===== src/rtl/ps2_key_decoder.sv =====
// PS/2 set-2 scan-code parser: turns make/break/extended byte sequences into
// single-cycle key events and tracks shift and caps-lock state.
module ps2_key_decoder (
  input  logic       pixel_clk_in,
  input  logic       rst_in,
  input  logic [7:0] scan_code_in,
  input  logic       scan_valid_in,
  output logic [7:0] char_out,
  output logic       char_valid_out,
  output logic       enter_out,
  output logic       bksp_out,
  output logic       scroll_up_out,
  output logic       scroll_down_out,
  output logic       shift_out,
  output logic       caps_out
);

  localparam logic [7:0] CODE_BRK    = 8'hF0;
  localparam logic [7:0] CODE_EXT    = 8'hE0;
  localparam logic [7:0] CODE_LSHIFT = 8'h12;
  localparam logic [7:0] CODE_RSHIFT = 8'h59;
  localparam logic [7:0] CODE_CAPS   = 8'h58;
  localparam logic [7:0] CODE_ENTER  = 8'h5A;
  localparam logic [7:0] CODE_BKSP   = 8'h66;
  localparam logic [7:0] CODE_UP     = 8'h75;
  localparam logic [7:0] CODE_DOWN   = 8'h72;

  typedef enum logic [1:0] {IDLE, BRK, EXT, EXT_BRK} state_t;

  state_t     state;
  logic       lshift_held;
  logic       rshift_held;
  logic       caps_held;
  logic [8:0] dec_c;

  // Returns {hit, ascii}; letters follow shift^caps, everything else shift only.
  function automatic logic [8:0] decode_make(input logic [7:0] code,
                                             input logic shift,
                                             input logic caps);
    logic       hit;
    logic       letter;
    logic [7:0] lo;
    logic [7:0] hi;
    hit    = 1'b1;
    letter = 1'b0;
    lo     = 8'h00;
    hi     = 8'h00;
    case (code)
      8'h1C: {letter, lo, hi} = {1'b1, "a", "A"};
      8'h32: {letter, lo, hi} = {1'b1, "b", "B"};
      8'h21: {letter, lo, hi} = {1'b1, "c", "C"};
      8'h23: {letter, lo, hi} = {1'b1, "d", "D"};
      8'h24: {letter, lo, hi} = {1'b1, "e", "E"};
      8'h2B: {letter, lo, hi} = {1'b1, "f", "F"};
      8'h34: {letter, lo, hi} = {1'b1, "g", "G"};
      8'h33: {letter, lo, hi} = {1'b1, "h", "H"};
      8'h43: {letter, lo, hi} = {1'b1, "i", "I"};
      8'h3B: {letter, lo, hi} = {1'b1, "j", "J"};
      8'h42: {letter, lo, hi} = {1'b1, "k", "K"};
      8'h4B: {letter, lo, hi} = {1'b1, "l", "L"};
      8'h3A: {letter, lo, hi} = {1'b1, "m", "M"};
      8'h31: {letter, lo, hi} = {1'b1, "n", "N"};
      8'h44: {letter, lo, hi} = {1'b1, "o", "O"};
      8'h4D: {letter, lo, hi} = {1'b1, "p", "P"};
      8'h15: {letter, lo, hi} = {1'b1, "q", "Q"};
      8'h2D: {letter, lo, hi} = {1'b1, "r", "R"};
      8'h1B: {letter, lo, hi} = {1'b1, "s", "S"};
      8'h2C: {letter, lo, hi} = {1'b1, "t", "T"};
      8'h3C: {letter, lo, hi} = {1'b1, "u", "U"};
      8'h2A: {letter, lo, hi} = {1'b1, "v", "V"};
      8'h1D: {letter, lo, hi} = {1'b1, "w", "W"};
      8'h22: {letter, lo, hi} = {1'b1, "x", "X"};
      8'h35: {letter, lo, hi} = {1'b1, "y", "Y"};
      8'h1A: {letter, lo, hi} = {1'b1, "z", "Z"};
      8'h45: {lo, hi} = {"0", ")"};
      8'h16: {lo, hi} = {"1", "!"};
      8'h1E: {lo, hi} = {"2", "@"};
      8'h26: {lo, hi} = {"3", "#"};
      8'h25: {lo, hi} = {"4", "$"};
      8'h2E: {lo, hi} = {"5", "%"};
      8'h36: {lo, hi} = {"6", "^"};
      8'h3D: {lo, hi} = {"7", "&"};
      8'h3E: {lo, hi} = {"8", "*"};
      8'h46: {lo, hi} = {"9", "("};
      8'h29: {lo, hi} = {" ", " "};
      8'h41: {lo, hi} = {",", "<"};
      8'h49: {lo, hi} = {".", ">"};
      8'h4E: {lo, hi} = {"-", "_"};
      8'h55: {lo, hi} = {"=", "+"};
      8'h4C: {lo, hi} = {";", ":"};
      8'h4A: {lo, hi} = {"/", "?"};
      8'h52: {lo, hi} = {"'", "\""};
      default: hit = 1'b0;
    endcase
    if (letter ? (shift ^ caps) : shift) begin
      return {hit, hi};
    end
    return {hit, lo};
  endfunction

  // Lookup always sees the modifier state from before the current byte.
  assign dec_c = decode_make(scan_code_in, shift_out, caps_out);

  // Parser FSM, modifier tracking and registered event outputs.
  always_ff @(posedge pixel_clk_in or posedge rst_in) begin
    if (rst_in) begin
      state           <= IDLE;
      lshift_held     <= 1'b0;
      rshift_held     <= 1'b0;
      caps_held       <= 1'b0;
      shift_out       <= 1'b0;
      caps_out        <= 1'b0;
      char_out        <= 8'h00;
      char_valid_out  <= 1'b0;
      enter_out       <= 1'b0;
      bksp_out        <= 1'b0;
      scroll_up_out   <= 1'b0;
      scroll_down_out <= 1'b0;
    end else begin
      char_valid_out  <= 1'b0;
      enter_out       <= 1'b0;
      bksp_out        <= 1'b0;
      scroll_up_out   <= 1'b0;
      scroll_down_out <= 1'b0;
      if (scan_valid_in) begin
        case (state)
          IDLE: begin
            if (scan_code_in == CODE_BRK) begin
              state <= BRK;
            end else if (scan_code_in == CODE_EXT) begin
              state <= EXT;
            end else begin
              case (scan_code_in)
                8'hAA, 8'hFA, 8'hFE, 8'hEE, 8'h00, 8'hFF: ;
                CODE_LSHIFT: begin
                  lshift_held <= 1'b1;
                  shift_out   <= 1'b1;
                end
                CODE_RSHIFT: begin
                  rshift_held <= 1'b1;
                  shift_out   <= 1'b1;
                end
                CODE_CAPS: begin
                  // Typematic repeats of caps lock must not re-toggle.
                  if (!caps_held) caps_out <= ~caps_out;
                  caps_held <= 1'b1;
                end
                CODE_ENTER: enter_out <= 1'b1;
                CODE_BKSP:  bksp_out  <= 1'b1;
                default: begin
                  if (dec_c[8]) begin
                    char_out       <= dec_c[7:0];
                    char_valid_out <= 1'b1;
                  end
                end
              endcase
            end
          end
          BRK: begin
            if (scan_code_in == CODE_EXT) begin
              state <= EXT_BRK;
            end else if (scan_code_in != CODE_BRK) begin
              state <= IDLE;
              case (scan_code_in)
                CODE_LSHIFT: begin
                  lshift_held <= 1'b0;
                  shift_out   <= rshift_held;
                end
                CODE_RSHIFT: begin
                  rshift_held <= 1'b0;
                  shift_out   <= lshift_held;
                end
                CODE_CAPS: caps_held <= 1'b0;
                default: ;
              endcase
            end
          end
          EXT: begin
            if (scan_code_in == CODE_BRK) begin
              state <= EXT_BRK;
            end else begin
              // Fake shifts (E0 12 / E0 59) land here and are ignored.
              state <= IDLE;
              if (scan_code_in == CODE_UP)   scroll_up_out   <= 1'b1;
              if (scan_code_in == CODE_DOWN) scroll_down_out <= 1'b1;
            end
          end
          EXT_BRK: state <= IDLE;
          default: state <= IDLE;
        endcase
      end
    end
  end

endmodule


===== config.mk =====
export PLATFORM = sky130hd
export DESIGN_NAME = ps2_key_decoder
export DESIGN_NICKNAME = d
export VERILOG_FILES = /design/src/rtl/ps2_key_decoder.sv
export SDC_FILE = /design/constraint.sdc
export NUM_CORES = 1
export LEC_CHECK = 0
export BUFFER_PORTS_ARGS = -buffer_cell sky130_fd_sc_hd__buf_2
export CAP_MARGIN = 10
export CORE_UTILIZATION = 43
export CTS_CLUSTER_SIZE = 14
export DETAILED_ROUTE_END_ITERATION = 6
export SLEW_MARGIN = 15
export SYNTH_ARGS = -nofsm -noshare
export SYNTH_HDL_FRONTEND = slang
export SYNTH_SLANG_ARGS = --single-unit

===== constraint.sdc =====
create_clock -name pixel_clk_in -period 1.9 [get_ports pixel_clk_in]
set_input_delay 0.095 -clock pixel_clk_in [delete_from_list [all_inputs] [get_ports pixel_clk_in]]
set_output_delay 0.095 -clock pixel_clk_in [all_outputs]
set_load 0.01 [all_outputs]

* After elaboration in Yosys (flattened, before gate mapping)
Cells that the tools add are included.
** Storage, ports and cells
- Register bits :: 20
- Input port bits :: 11
- Output and inout bits :: 15
- Word-level logic and storage cells :: 174
** Operators by class
- Eq/ne operators :: 76
- Mux-type cells :: 66
- Bitwise operators :: 6
- Reductions and logical operators :: 14
** Operator list (count)
- case mux 7 bit (44 select lines) :: 2
- == test 8 x 6 -> 1 bit (second input constant) :: 23
- == test 8 x 7 -> 1 bit (second input constant) :: 20
- == test 8 x 5 -> 1 bit (second input constant) :: 8
- == test 8 bit (second input constant) :: 7
- 2-to-1 mux 1 bit :: 51
- OR reduction 44 bit :: 1
- AND reduction 8 bit :: 4
- OR reduction 26 bit :: 1
- 2-to-1 mux 9 bit :: 2
- != test 2 bit (second input constant) :: 9
- AND reduction 6 bit :: 2
- OR reduction 11 bit :: 1
- 2-to-1 mux 2 bit :: 5
- case mux 1 bit (2 select lines) :: 5
- zero test 8 bit :: 1
- != test 8 bit (second input constant) :: 1
- case mux 2 bit (4 select lines) :: 1
- != test 3 bit (second input constant) :: 2
- inverter 1 bit :: 5
- == test 2 bit (second input constant) :: 2
- != test 2 x 1 -> 1 bit (second input constant) :: 2
- != test 3 x 1 -> 1 bit (second input constant) :: 1
- AND reduction 3 bit :: 1
- 5 further kinds :: 5

* Longest topological paths before layout
Gate-level depths: netlist of the first run.
- Depth in word-level cells :: 12
- Gate-level depth with buffers :: 10

* Least setup slack after synthesis of the first run
OpenSTA, ideal clock, no wires.
- Path kind :: input to register
- Start point :: in scan_code_in[6]
- End point :: reg char_out[3]
- Library setup time :: 125 ps
- Arrival :: 2402 ps
- Required time :: 1775 ps
- Path slack :: -627 ps
- Stages :: 10
- Path buffers :: 3
- Cells stage by stage :: buf_6 or4b_4 buf_6 or3_4 and3_4 and4_4 a211o_1 buf_6 a211o_1 mux2_4
** Between the ends
- Cells in the longest elaborated chain, start to end :: 7
** Ends and longest elaborated chain
- from (decl) :: RTL line 6 : input logic [7:0] scan_code_in,
- == test 8 x 5 -> 1 bit (tied with other cells) :: RTL line 48 : case (code)
- OR reduction 26 bit (no line)
- 2-to-1 mux 1 bit :: RTL line 48
- 2-to-1 mux 1 bit (2 in series) :: RTL line 95 : if (letter ? (shift ^ caps) : shift) begin
- 2-to-1 mux 9 bit :: RTL line 98 : return {hit, lo};
- AND reduction 6 bit (no line)
- to (signal assigned) :: RTL line 152 : char_out <= dec_c[7:0];
- to (decl) :: RTL line 8 : output logic [7:0] char_out,
Parallel ways exist; a longest one is shown, timed or not. The select of a mux whose other input is x is not followed.
A chain may end at the register's enable or synchronous reset.

* Final worst setup path of the first run
Ends and elaborated chain as after synthesis.

==> results.txt, run 1 <==
status: finished with violations
failing checks: negative setup slack
Initial Util: 45.9%
Die Y: 70.9 µm
ANT cells: 0
Yosys cell types: 65
final worst slack: -0.282 ns
Clock Pin Slew Worst Setup and Hold Paths: 0.08 ns
worst ir drop on vdd: 0.227 mV
Sw Share: 34.0%
Comb power frac: 41.1%
CP top delay family: simple AND/OR/NAND/NOR gates
vias per std cell: 6.21
global route overflow: 0
setup total negative slack: -1.43 ns
Slew @ Worst Pin: 0.713 ns
sequential power share: 38.1%
Remaining DRCs: 0
register area share after synthesis: 23.3%
clock sinks: 19
Slowest Stage Delay on Critical Path: 0.57 ns
first-pass GRT wire length: 11400 µm
layout cells sized above 1: 43.1%
crit path kind: in2reg
slowest CP cell: or4b_4
Final nets: 374
I/O Buffers: 24
hpwl dp: 5630 µm
hold crit path type: in2reg
Die ar.: 5030 µm²
largest net degree at the start of global routing: 20
CTS Buffer Depth: 2
hold_ws: 0.150 ns
Final period util: 115%
Yosys reg bits: 19
max-slew violations: 0
Worst setup SP type: input pin
Area Overhead vs Synth: 48.0%
Max-slew headroom: 52.4%
core area: 4440 µm²
power share of the clock group: 20.8%
Root Driver: clkbuf_8
Final Util: 68.0%
Post-synth EDFFs: 0
RSZ-0062 raised after global routing: true
Max Fanout on Critical Path: 7
Avg WL per Cell: 18.1 µm
synthesized area: 2040 µm²
post-route cell area: 3020 µm²
NetSw: 0.000466 W
Total Routed Length: 7500 µm
max-cap violations: 0
row count: 24
CTS tree: done
crit path cell chain: buf_8 > or4b_4 > buf_4 > o32ai_2 > nor2_2 > and4_1 > a211o_1 > a211o_1 > mux2_4
top_reg_cell synth: dfrtp_1
Worst EP arrival: 2.32 ns
DR vias: 2573
GPL Wtd Cong: 0.994
worst path bufs/invs: 2
Pint: 0.000903 W
Gate Count Post-Synth: 267
H-tree levels: 1
final hold violations: 0
die width: 70.9 µm
I/O Pins: 26
Async S/R FF share, synth: 100%
Avg Cell Area, Syn: 7.65 µm²
initial DRC count: 297
pre-CTS setup slack: -0.617 ns
final setup vio count: 7
antenna viol nets, final: 0
initial antenna violation count: 0
TritonCTS Buffers: 3
DP Area: 2760 µm²
global-route usage over all layers: 29.1%
Synthesis Warnings: 0
Clk Latency, worst-skew pair: 0.26 ns
Cell Pwr Density: 453 nW/µm²
min cycle time layout: 2.18 ns
most used cell, CP: a211o_1
Clock Skews: 0.00759 ns
Max Fclk: 458 MHz
fill count: 381
WP data required: 2.04 ns
First-pass DRT Iterations: 7
Synth Net Count: 278
Lkg Pwr: 1.25 nW
Worst setup EP type: flip-flop
vias in the first global route: 2271
## logic make-up after synthesis
family,after synthesis,synth area share (%)
simple gates,128,38.7
compound gates,81,27.8
buf+inv,34,7.90
flops,19,23.3
mux,3,1.72
xor+xnor,1,0.429
other cells,1,0.184
## layer usage
metal / global-route usage, % / part of all wire (%) / up-vias
met2: 47.2 / 47 / 142
met1: 41.1 / 44 / 1191
met4: 10.0 / 2.2 / 0
met5: 0 / 0 / -
li1: - / - / 1215
met3: 1.85 / 6.9 / 25
## placed cells by master (no fill, tap or decap), drive strengths merged, types with 3 or more instances in the layout
master,netlist,final
buf,11,118
nor2,31,31
dfrtp,19,19
nand2,17,17
o21ai,15,15
a21oi,15,15
nand2b,13,13
a31oi,7,7
nor3,7,7
inv,6,6
nor2b,6,6
nand4bb,5,5
nand4,5,5
or4b,5,5
o2111ai,4,4
or2,4,4
nor3b,4,4
o32a,4,4
and4,4,4
nor4,4,4
a41oi,4,4
o221ai,4,4
nand4b,3,3
o22ai,3,3
nand3,3,3
or4,3,3
o31ai,3,3
clkbuf,17,3
and3,3,3
## metrics by stage
stage,std cells,total power (W)
global placement,404,0.00104
global route,414,0.00145
finish,414,0.00137
floorplan,267,0.000814
detailed placement,404,0.00104
CTS,413,0.00135
## final timing paths
kind                                              start                      end  slack (ns)  cells after the start
worst max register to register     state[1]$_DFFE_PP0P_  char_out[0]$_DFFE_PP0P_        0.05                      8
worst min register to register  char_out[2]$_DFFE_PP0P_  char_out[2]$_DFFE_PP0P_        0.51                      1
min in group asynchronous                        rst_in    caps_held$_DFFE_PP0P_        0.49                      3
worst max-delay path                    scan_code_in[6]  char_out[3]$_DFFE_PP0P_       -0.28                      9
worst min-delay path                      scan_valid_in     state[1]$_DFFE_PP0P_        0.15                      4
max in group asynchronous                        rst_in  char_out[4]$_DFFE_PP0P_        0.95                      3
## power groups by stage
stage / clock network, W / logic [W] / registers [W]
floorplan: 0 / 0.000253 / 0.000561
global placement: 0 / 0.000513 / 0.000530
detailed placement: 0 / 0.000514 / 0.000530
CTS: 0.000294 / 0.000536 / 0.000523
global route: 0.000312 / 0.000606 / 0.000531
finish: 0.000285 / 0.000563 / 0.000522
## state kept, by name, summed over array words and instances, names as in the netlist
name             count
char_out             7
scroll_up_out        1
rshift_held          1
char_valid_out       1
caps_out             1
state                2
scroll_down_out      1
bksp_out             1
lshift_held          1
caps_held            1
enter_out            1
shift_out            1
## cells in the mapped netlist (6+ instances only)
cell type / number / area share [%]
nand2b_1: 13 / 4.0
nand2_1: 17 / 3.1
dfrtp_1: 19 / 23
nor2b_1: 6 / 1.8
nor3_1: 7 / 1.7
nor2_1: 31 / 5.7
a31oi_1: 7 / 2.1
clkbuf_1: 17 / 3.1
inv_1: 6 / 1.1
a21oi_1: 15 / 3.7
o21ai_0: 15 / 3.7
buf_2: 6 / 1.5
## timing repair
action | in CTS | in global routing
buffers inserted | 4 | 1
pin swaps | 5 | 8
endpoints found under the setup margin | 7 | 7
endpoints found under the hold margin | 19 | 0
hold buffers | 1 | 0
resized for setup | 22 | 16
## layout make-up
type	instances	area (µm²)	share of cell area, %
flip-flops and latches	19	475	15.7
multi-input cells	214	1540	51.0
well taps	52	65.1	2.15
inverters	6	22.5	0.745
clock buffers	3	41.3	1.37
clock inverters	1	7.51	0.248
repair buffers	119	868	28.7
## worst register-to-register path, delay by kind of cell, from the launching register on
kind / cells / cell delay, ns
and+or+nand+nor: 3 / 0.43
AOI/OAI and AO/OA: 3 / 0.71
DFF: 1 / 0.39
buffers and inverters: 2 / 0.21
Note: power is estimated with default switching activity, not from simulation.
==> run 2, diff against run 1 <==
- CTS_CLUSTER_SIZE: 14 -> 40
- SETUP_SLACK_MARGIN: default -> 0.15
- clock period: 1.9 -> 1.8 ns (I/O delays scaled with it)
==> run 2 against run 1 <==
The run still ends with negative setup slack left. First-iteration DRC count shrank 26%. Total power grew 7.6%. Final cell count grew 3.4%. Via count grew 2.7%. Critical path type unchanged. Largest cell class unchanged.
==> results.txt, run 2 (synthesis results as in run 1) <==
NetSw: 0.000488 W
Worst setup SP type: input pin
initial DRC count: 220
sequential power share: 37.4%
H-tree levels: 1
first-pass GRT wire length: 11700 µm
GPL Wtd Cong: 0.952
die width: 70.9 µm
Initial Util: 45.9%
TritonCTS Buffers: 3
DR vias: 2642
status: finished with violations
Largest regs: char_out x7, state x2
WP data required: 1.94 ns
Max-slew headroom: 50.7%
failing checks: negative setup slack
global route overflow: 0
ANT cells: 0
Root Driver: clkbuf_8
CTS Buffer Depth: 2
clock sinks: 19
Comb power frac: 42.6%
post-route cell area: 3170 µm²
Sw Share: 33.1%
Max Fclk: 435 MHz
Worst EP arrival: 2.44 ns
Die ar.: 5030 µm²
power share of the clock group: 20.0%
largest net degree at the start of global routing: 20
Clk Latency, worst-skew pair: 0.25 ns
core area: 4440 µm²
Reg with most FFs: char_out
max-cap violations: 0
pre-CTS setup slack: -0.832 ns
worst ir drop on vdd: 0.274 mV
initial antenna violation count: 0
vias in the first global route: 2445
I/O Buffers: 24
First-pass DRT Iterations: 7
Clock Skews: 0.00280 ns
Pint: 0.000985 W
Total Routed Length: 7400 µm
hpwl dp: 5430 µm
vias per std cell: 6.17
most frequent cells in the layout: 93 x buf_4, 30 x nor2_1, 20 x buf_2
Die Y: 70.9 µm
crit path kind: in2reg
Area Overhead vs Synth: 55.3%
global-route usage over all layers: 29.3%
Avg WL per Cell: 17.3 µm
Max Fanout on Critical Path: 4
max reg flops: 7
final hold violations: 0
Remaining DRCs: 0
Clock Pin Slew Worst Setup and Hold Paths: 0.07 ns
commonest non-fill, non-tap cell in the layout: buf_4
Final period util: 128%
row count: 24
CTS tree: done
hold crit path type: in2reg
min cycle time layout: 2.30 ns
Lkg Pwr: 1.33 nW
final setup vio count: 8
I/O Pins: 26
Final nets: 388
final worst slack: -0.497 ns
max-slew violations: 0
RSZ-0062 raised after global routing: true
Worst setup EP type: flip-flop
Slew @ Worst Pin: 0.738 ns
antenna viol nets, final: 0
Cell Pwr Density: 464 nW/µm²
DP Area: 2860 µm²
layout cells sized above 1: 43.4%
-- run 2: cell types whose count changed in the layout (fill, tap and decap cells not counted), moves of 2 or more --
cell	before	now
a21oi_2	2	0
a41oi_2	2	0
a41oi_1	2	4
a21oi_1	13	15
buf_12	0	4
o221ai_1	2	4
buf_6	4	13
nor3_1	5	3
-- run 2: worst max-delay path: stages --
cell     delay [ns]
buf_8          0.10
buf_6          0.10
or4b_4         0.57
or3_4          0.36
and3_4         0.19
and4_4         0.17
a211o_1        0.32
a211o_1        0.28
mux2_4         0.25
-- run 2: area by class of cell --
class	count	area [µm²]
Multi-Input combinational cell	214	1500
Timing Repair Buffer	133	1060
Clock buffer	4	45.0
Inverter	6	22.5
Tap cell	52	65.1
Fill cell	344	1270
Sequential cell	19	475
-- run 2: worst paths after layout --
kind                                    startpoint                 endpoint  slack [ns]  cells past startpoint
setup reg to reg              caps_out$_DFFE_PP0P_  char_out[3]$_DFFE_PP0P_       -0.01                      6
setup / recovery                   scan_code_in[4]  char_out[3]$_DFFE_PP0P_       -0.50                      9
hold reg to reg            char_out[1]$_DFFE_PP0P_  char_out[1]$_DFFE_PP0P_        0.51                      1
max in group asynchronous                   rst_in  lshift_held$_DFFE_PP0P_        0.83                      3
hold / removal                       scan_valid_in     state[1]$_DFFE_PP0P_        0.16                      4
min in group asynchronous                   rst_in  char_out[5]$_DFFE_PP0P_        0.50                      3
-- run 2: power by group through the flow --
| stage | clock [W] | sequential (W) | combinational [W] |
|---|---|---|---|
| after global placement | 0 | 0.000558 | 0.000558 |
| after CTS | 0.000298 | 0.000550 | 0.000593 |
| after detailed placement | 0 | 0.000559 | 0.000563 |
| final | 0.000295 | 0.000551 | 0.000627 |
| after global routing | 0.000308 | 0.000559 | 0.000672 |
| after floorplan | 0 | 0.000592 | 0.000277 |
-- run 2: what timing repair did --
item | CTS | global route
gates cloned | 0 | 0
endpoints found under the setup margin | 10 | 11
hold buffers | 1 | 0
setup buffers | 8 | 3
resized for setup | 20 | 23
pin swaps | 8 | 1
hold endpoints to repair | 19 | 0
-- run 2: metrics by stage --
step | power, W | setup TNS (ns) | utilization, % | hold WS [ns] | cells
final | 0.00147 | -2.96 | 71.4 | 0.157 | 428
after global routing | 0.00154 | -3.45 | 71.4 | 0.185 | 428
after CTS | 0.00144 | -2.87 | 68.6 | 0.154 | 425
after detailed placement | 0.00112 | -6.24 | 64.4 | 0.240 | 412
after global placement | 0.00112 | -5.88 | 64.4 | 0.229 | 412
after floorplan | 0.000869 | -3.93 | - | 0.0411 | 267
-- run 2: routing by layer --
layer / GRT usage (%) / up-vias / routed length, µm
li1: - / 1248 / -
met1: 40.4 / 1238 / 3160
met2: 45.8 / 129 / 3420
met3: 3.85 / 27 / 579
met4: 12.7 / 0 / 241
met5: 0 / - / 0
